<file path="src/rtl/wave_capture.sv">
// wave_capture: decimates a signed 16-bit audio stream to 8-bit unsigned samples and writes them into the wave RAM.
// Latency: sample tick to write strobe is 1 cycle; no backpressure, the RAM write port accepts every strobe.
module wave_capture #(
    parameter int unsigned ADDR_W = 17,
    parameter int unsigned DIV    = 3000,
    parameter logic [15:0] THRESH = 16'd1024
) (
    input  logic              I_CLK,
    input  logic              I_RSTn,
    input  logic              I_START,
    input  logic              I_STOP,
    input  logic              I_TRIG_EN,
    input  logic [15:0]       I_SND,
    output logic              O_WR_EN,
    output logic [ADDR_W-1:0] O_WR_ADDR,
    output logic [7:0]        O_WR_DATA,
    output logic              O_BUSY,
    output logic              O_DONE,
    output logic [ADDR_W:0]   O_LEN
);

    localparam int unsigned PW = (DIV > 1) ? $clog2(DIV) : 1;

    typedef enum logic [1:0] {
        IDLE    = 2'd0,
        ARM     = 2'd1,
        CAPTURE = 2'd2
    } state_t;

    state_t          state, state_nxt;
    logic [PW-1:0]   presc;
    logic            trig_en;
    logic            tick;
    logic [15:0]     mag;
    logic            trig_hit;
    logic [7:0]      sample;
    logic            do_start;
    logic            do_wr;
    logic            do_done;

    assign tick     = (presc == PW'(DIV - 1));
    assign sample   = {~I_SND[15], I_SND[14:8]};
    assign trig_hit = (mag >= THRESH);

    // -32768 has no positive twin in 16 bits, so it saturates to 32767
    always_comb begin
        mag = I_SND;
        if (I_SND[15]) begin
            if (I_SND == 16'h8000) begin
                mag = 16'h7FFF;
            end else begin
                mag = 16'(~I_SND + 16'd1);
            end
        end
    end

    always_comb begin
        state_nxt = state;
        do_start  = 1'b0;
        do_wr     = 1'b0;
        do_done   = 1'b0;
        case (state)
            IDLE: begin
                if (I_START && !I_STOP) begin
                    do_start  = 1'b1;
                    state_nxt = ARM;
                end
            end
            ARM: begin
                if (I_STOP) begin
                    state_nxt = IDLE;
                    do_done   = 1'b1;
                end else if (!trig_en) begin
                    state_nxt = CAPTURE;
                end else if (tick && trig_hit) begin
                    do_wr     = 1'b1;
                    state_nxt = CAPTURE;
                end
            end
            CAPTURE: begin
                do_wr = tick;
                if (I_STOP) begin
                    state_nxt = IDLE;
                    do_done   = 1'b1;
                end
            end
            default: state_nxt = IDLE;
        endcase
        // The byte count doubles as the write pointer; the last address ends the capture
        if (do_wr && (&O_LEN[ADDR_W-1:0])) begin
            state_nxt = IDLE;
            do_done   = 1'b1;
        end
    end

    always_ff @(posedge I_CLK) begin
        if (!I_RSTn) begin
            state     <= IDLE;
            presc     <= '0;
            trig_en   <= 1'b0;
            O_WR_EN   <= 1'b0;
            O_WR_ADDR <= '0;
            O_WR_DATA <= '0;
            O_BUSY    <= 1'b0;
            O_DONE    <= 1'b0;
            O_LEN     <= '0;
        end else begin
            state   <= state_nxt;
            O_BUSY  <= (state_nxt != IDLE);
            O_DONE  <= do_done;
            O_WR_EN <= do_wr;
            if (state == IDLE || state_nxt == IDLE || tick) begin
                presc <= '0;
            end else begin
                presc <= presc + 1'b1;
            end
            if (do_start) begin
                O_LEN   <= '0;
                trig_en <= I_TRIG_EN;
            end
            if (do_wr) begin
                O_WR_ADDR <= O_LEN[ADDR_W-1:0];
                O_WR_DATA <= sample;
                O_LEN     <= O_LEN + 1'b1;
            end
        end
    end

endmodule

</file>
<file path="config.mk">
export PLATFORM = sky130hd
export DESIGN_NAME = wave_capture
export DESIGN_NICKNAME = d
export VERILOG_FILES = /design/src/rtl/wave_capture.sv
export SDC_FILE = /design/constraint.sdc
export NUM_CORES = 1
export LEC_CHECK = 0
export ABC_AREA = 0
export BUFFER_PORTS_ARGS = -buffer_cell sky130_fd_sc_hd__buf_2
export CAP_MARGIN = 40
export CORE_MARGIN = 8
export CORE_UTILIZATION = 58
export DETAILED_ROUTE_END_ITERATION = 7
export GPL_TIMING_DRIVEN = 0
export HOLD_SLACK_MARGIN = 0.15
export PLACE_DENSITY = 0.9
export SLEW_MARGIN = 25
export SYNTH_ARGS = -nofsm -noshare
export SYNTH_HDL_FRONTEND = slang
export SYNTH_SLANG_ARGS = --single-unit
</file>
<file path="constraint.sdc">
create_clock -name I_CLK -period 5.1 [get_ports I_CLK]
set_input_delay 1.275 -clock I_CLK [delete_from_list [all_inputs] [get_ports I_CLK]]
set_output_delay 1.275 -clock I_CLK [all_outputs]
set_load 0.005 [all_outputs]
</file>
==> out/qor.yml <==
run_status:
  status: "complete, no violations"
setup_path:
  crit_cells: 9
  critPathCaptureType: "flop"
  worst_path_most_repeated_cell: "sky130_fd_sc_hd__a21oi_1"
  crit_required_ns: 5.30
  path_buf_inv: 2
  slowest_stage_cell_on_the_critical_path: "sky130_fd_sc_hd__a311oi_2"
  timing.critical_path.fanout_max: 10
  crit_path_cell_trace: "buf_2 -> nor4_4 -> and4_1 -> nand3b_1 -> a311oi_2 -> a21oi_1 -> clkbuf_1 -> o21ai_0 -> a21oi_1"
  cp.arrival_ns: 3.48
  critical_path.top_delay_family: "compound AO/OA/AOI/OAI gates"
  cp_slowest_stage_delay_ns: 0.44
  worstSetupStartpointType: "input pin"
  timing.setup.critical_path_class: "input pin to flop"
  worst_r2r_path_depth: 9
timing:
  clock.fmax_ghz: 0.3049
  timing.setup.tns_ns: 0
  relSlewSlack_pct: 64.27
  timing.final.crit_share_pct: 64.32
  grt_setup_unrepaired: "no"
  worst_slew_pin_slew_ns: 0.5304
  finalCriticalPeriod_ns: 3.280
  setup_viol_count_final: 0
  fin_worst_skew_ns: 0.005368
  slew_viol_final: 0
  hold_viol_final: 0
cts:
  post_cts_hold_buffer_count: 0
  cts.path.max_buffers: 2
  cts_setup_buffers: 0
  cts_inserted_buffers: 9
  ctsRootBufferMaster: "sky130_fd_sc_hd__clkbuf_8"
  cts.repair.resized: 0
  clock_slew_at_the_register_clock_pins_of_the_worst_setup_and_hold_paths_ns: 0.07
  tritoncts: "yes"
  clock_latency_ns: 0.35
  htreeDepth: 3
  numClockSinks: 61
power_and_ir_drop:
  p_leak_nw: 1.465
  combinationalPowerShare_pct: 4.8
  power_density_over_the_cells_nw_per_um2: 281.6
  share_seq_of_total_power_pct: 45.5
  power.share.clock_pct: 49.7
  internal_power_mw: 0.8339
  switchingPower_mw: 0.2228
  worst_ir_drop_vdd_v: 0.0002226
  power_switching_share_pct: 21.08
yosys:
  yosys_warnings: 0
  edff_count_synth: 0
  async_reset_ff_share_pct: 0
  synthesis.instances: 392
  post-synth-top-area-cell: "sky130_fd_sc_hd__dfxtp_1"
  syn_avg_cell_area_um2: 7.906
  syn-cell-area_um2: 3099
  synth_nets: 421
  post-synth-top-count-cell: "sky130_fd_sc_hd__dfxtp_1"
  synth-seq-area-share_pct: 39.40
  synth_top_flop_cell: "sky130_fd_sc_hd__dfxtp_1"
  synth.distinct_cells: 50
  synth_cell_count_leaders: "sky130_fd_sc_hd__dfxtp_1, sky130_fd_sc_hd__nand3_1, sky130_fd_sc_hd__a21oi_1"
  top_area_cells_in_the_synthesized_netlist: "sky130_fd_sc_hd__dfxtp_1, sky130_fd_sc_hd__nand3_1, sky130_fd_sc_hd__a21oi_1, sky130_fd_sc_hd__o21ai_0, sky130_fd_sc_hd__nor2_1"
  ys_ff_latch: 61
  netlist.area_leader.share_pct: 39.40
global_route:
  grt_antenna_before_repair: 0
  grt_pass1_wl_um: 13420
  grt_max_degree: 11
  grt_overflow: 0
  via_count_of_the_first_global_routing_pass: 3048
  grtUsageTotal_pct: 21.50
routing:
  drt-wirelength-per-cell_um: 15.69
  total_number_of_vias: 3263
  detail_route.iter0.violations: 252
  routed_wirelength_um: 8519
  detail_route.vias_per_cell: 6.009
  drt.antenna.violating_nets: 0
  drt_pass1_iterations: 5
  drc_errors: 0
floorplanning:
  io_pins: 67
  floorplan.die.width_um: 89.10
  die-height_um: 89.10
  std_cell_rows: 26
  core_area_um2: 5140
  initial_utilization_pct: 60.30
  die_area_um2: 7939
cells_and_area:
  final_net_count: 497
  util_after_layout_pct: 73.00
  area_delta_synth_final_pct: 21.07
  final_cell_count_no_fill: 543
  drive_above_1_share_pct: 19.24
  antenna_cells: 0
run:
  max_cap_viol_count: 0
place:
  hpwl_um: 6006
  placed_cells: 527
  finalWeightedCongestion: 0.9115
  place.port_buffers: 65
worst_hold_path:
  timing.hold.worst.class: "flop to flop"
  min_path_cells: 2
flip-flops by register name (all words and copies together) (netlist names):
register   count
O_WR_EN        1
presc         12
trig_en        1
O_BUSY         1
O_DONE         1
O_WR_DATA      8
O_WR_ADDR     17
state          2
O_LEN         18
per-stage QoR:
stage	power, mW	setup WS (ns)	hold slack (ns)	area (um^2)
final	1.057	1.820	0.4604	3752
after global routing	1.086	1.694	0.4790	3752
after CTS	1.056	1.868	0.4612	3752
after detailed placement	0.5402	1.519	0.4534	3512
after global placement	0.5389	1.599	0.4465	3512
after floorplan	0.5187	2.075	0.4299	3099
cell usage in the layout, fill, tap and decap left out, types with 2 or more instances in the layout:
| cell | count |
|---|---|
| sky130_fd_sc_hd__xor2_1 | 8 |
| sky130_fd_sc_hd__nor4_1 | 2 |
| sky130_fd_sc_hd__dfxtp_1 | 61 |
| sky130_fd_sc_hd__nand2_1 | 20 |
| sky130_fd_sc_hd__or2_2 | 2 |
| sky130_fd_sc_hd__nor4_4 | 2 |
| sky130_fd_sc_hd__ha_1 | 8 |
| sky130_fd_sc_hd__and3_1 | 7 |
| sky130_fd_sc_hd__or3_1 | 3 |
| sky130_fd_sc_hd__o21bai_1 | 4 |
| sky130_fd_sc_hd__nor3_1 | 9 |
| sky130_fd_sc_hd__nor2b_1 | 3 |
| sky130_fd_sc_hd__nand4b_1 | 2 |
| sky130_fd_sc_hd__nand3_1 | 44 |
| sky130_fd_sc_hd__buf_2 | 68 |
| sky130_fd_sc_hd__clkbuf_8 | 10 |
| sky130_fd_sc_hd__bufinv_16 | 3 |
| sky130_fd_sc_hd__and2_1 | 4 |
| sky130_fd_sc_hd__nand4_1 | 7 |
| sky130_fd_sc_hd__o221ai_1 | 12 |
| sky130_fd_sc_hd__xnor2_1 | 2 |
| sky130_fd_sc_hd__o21ai_1 | 10 |
| sky130_fd_sc_hd__nand2b_1 | 3 |
| sky130_fd_sc_hd__nor2_1 | 30 |
| sky130_fd_sc_hd__a211oi_1 | 3 |
| sky130_fd_sc_hd__o21a_1 | 2 |
| sky130_fd_sc_hd__a31oi_1 | 5 |
| sky130_fd_sc_hd__o21ai_0 | 34 |
| sky130_fd_sc_hd__inv_1 | 23 |
| sky130_fd_sc_hd__clkbuf_1 | 21 |
| sky130_fd_sc_hd__a21oi_1 | 36 |
| sky130_fd_sc_hd__and4_1 | 3 |
| sky130_fd_sc_hd__nand3b_1 | 2 |
final timing paths:
kind	slack, ns	from	endpoint
max reg2reg	2.59	O_LEN[1]	O_BUSY
max	1.82	I_SND[8]	O_DONE
min reg2reg	0.46	O_WR_ADDR[6]	O_WR_ADDR[6]
min	0.46	O_WR_ADDR[6]	O_WR_ADDR[6]
worst reg2reg max path, stage by stage, from the launching register on:
cell and delay (ns):
sky130_fd_sc_hd__dfxtp_1 0.42, sky130_fd_sc_hd__ha_1 0.22, sky130_fd_sc_hd__nand3_1 0.16, sky130_fd_sc_hd__nor4_1 0.51, sky130_fd_sc_hd__and3_1 0.30, sky130_fd_sc_hd__nand3_1 0.11
sky130_fd_sc_hd__nor3_1 0.18, sky130_fd_sc_hd__ha_1 0.20, sky130_fd_sc_hd__o21a_1 0.19, sky130_fd_sc_hd__a211oi_1 0.08
metal layers:
| layer | wire length [um] | track usage, % |
|---|---|---|
| met1 | 3427 | 23.32 |
| met2 | 4288 | 38.38 |
| met3 | 692 | 5.974 |
| met4 | 110 | 8.761 |
| met5 | 0 | 0 |
layout make-up:
cell class / count / area, um^2
Multi-Input combinational cell: 283 / 1683
Fill cell: 434 / 1388
Sequential cell: 61 / 1221
Timing Repair Buffer: 65 / 325.3
Clock buffer: 12 / 145.1
Buffer: 24 / 105.1
Clock inverter: 4 / 95.09
Inverter: 24 / 90.09
Tap cell: 70 / 87.58
power by group through the flow:
stage | Sequential [mW] | Combinational, mW | Clock, mW
after floorplan | 0.491 | 0.0278 | 0
after global placement | 0.491 | 0.0480 | 0
after detailed placement | 0.491 | 0.0491 | 0
after CTS | 0.480 | 0.0499 | 0.526
after global routing | 0.480 | 0.0558 | 0.550
final | 0.480 | 0.0508 | 0.526
logic make-up (layout without fill, tap and decap cells):
family	count (synthesis)	in the layout	share of synthesized area, %
buf+inv	48	129	6.298
fa+ha+maj	8	8	3.230
simple gates	145	145	24.79
xor+xnor	10	10	2.826
flops	61	61	39.40
mux	1	1	0.3230
compound gates	119	119	23.13
Note: power is estimated with default switching activity, not from simulation.
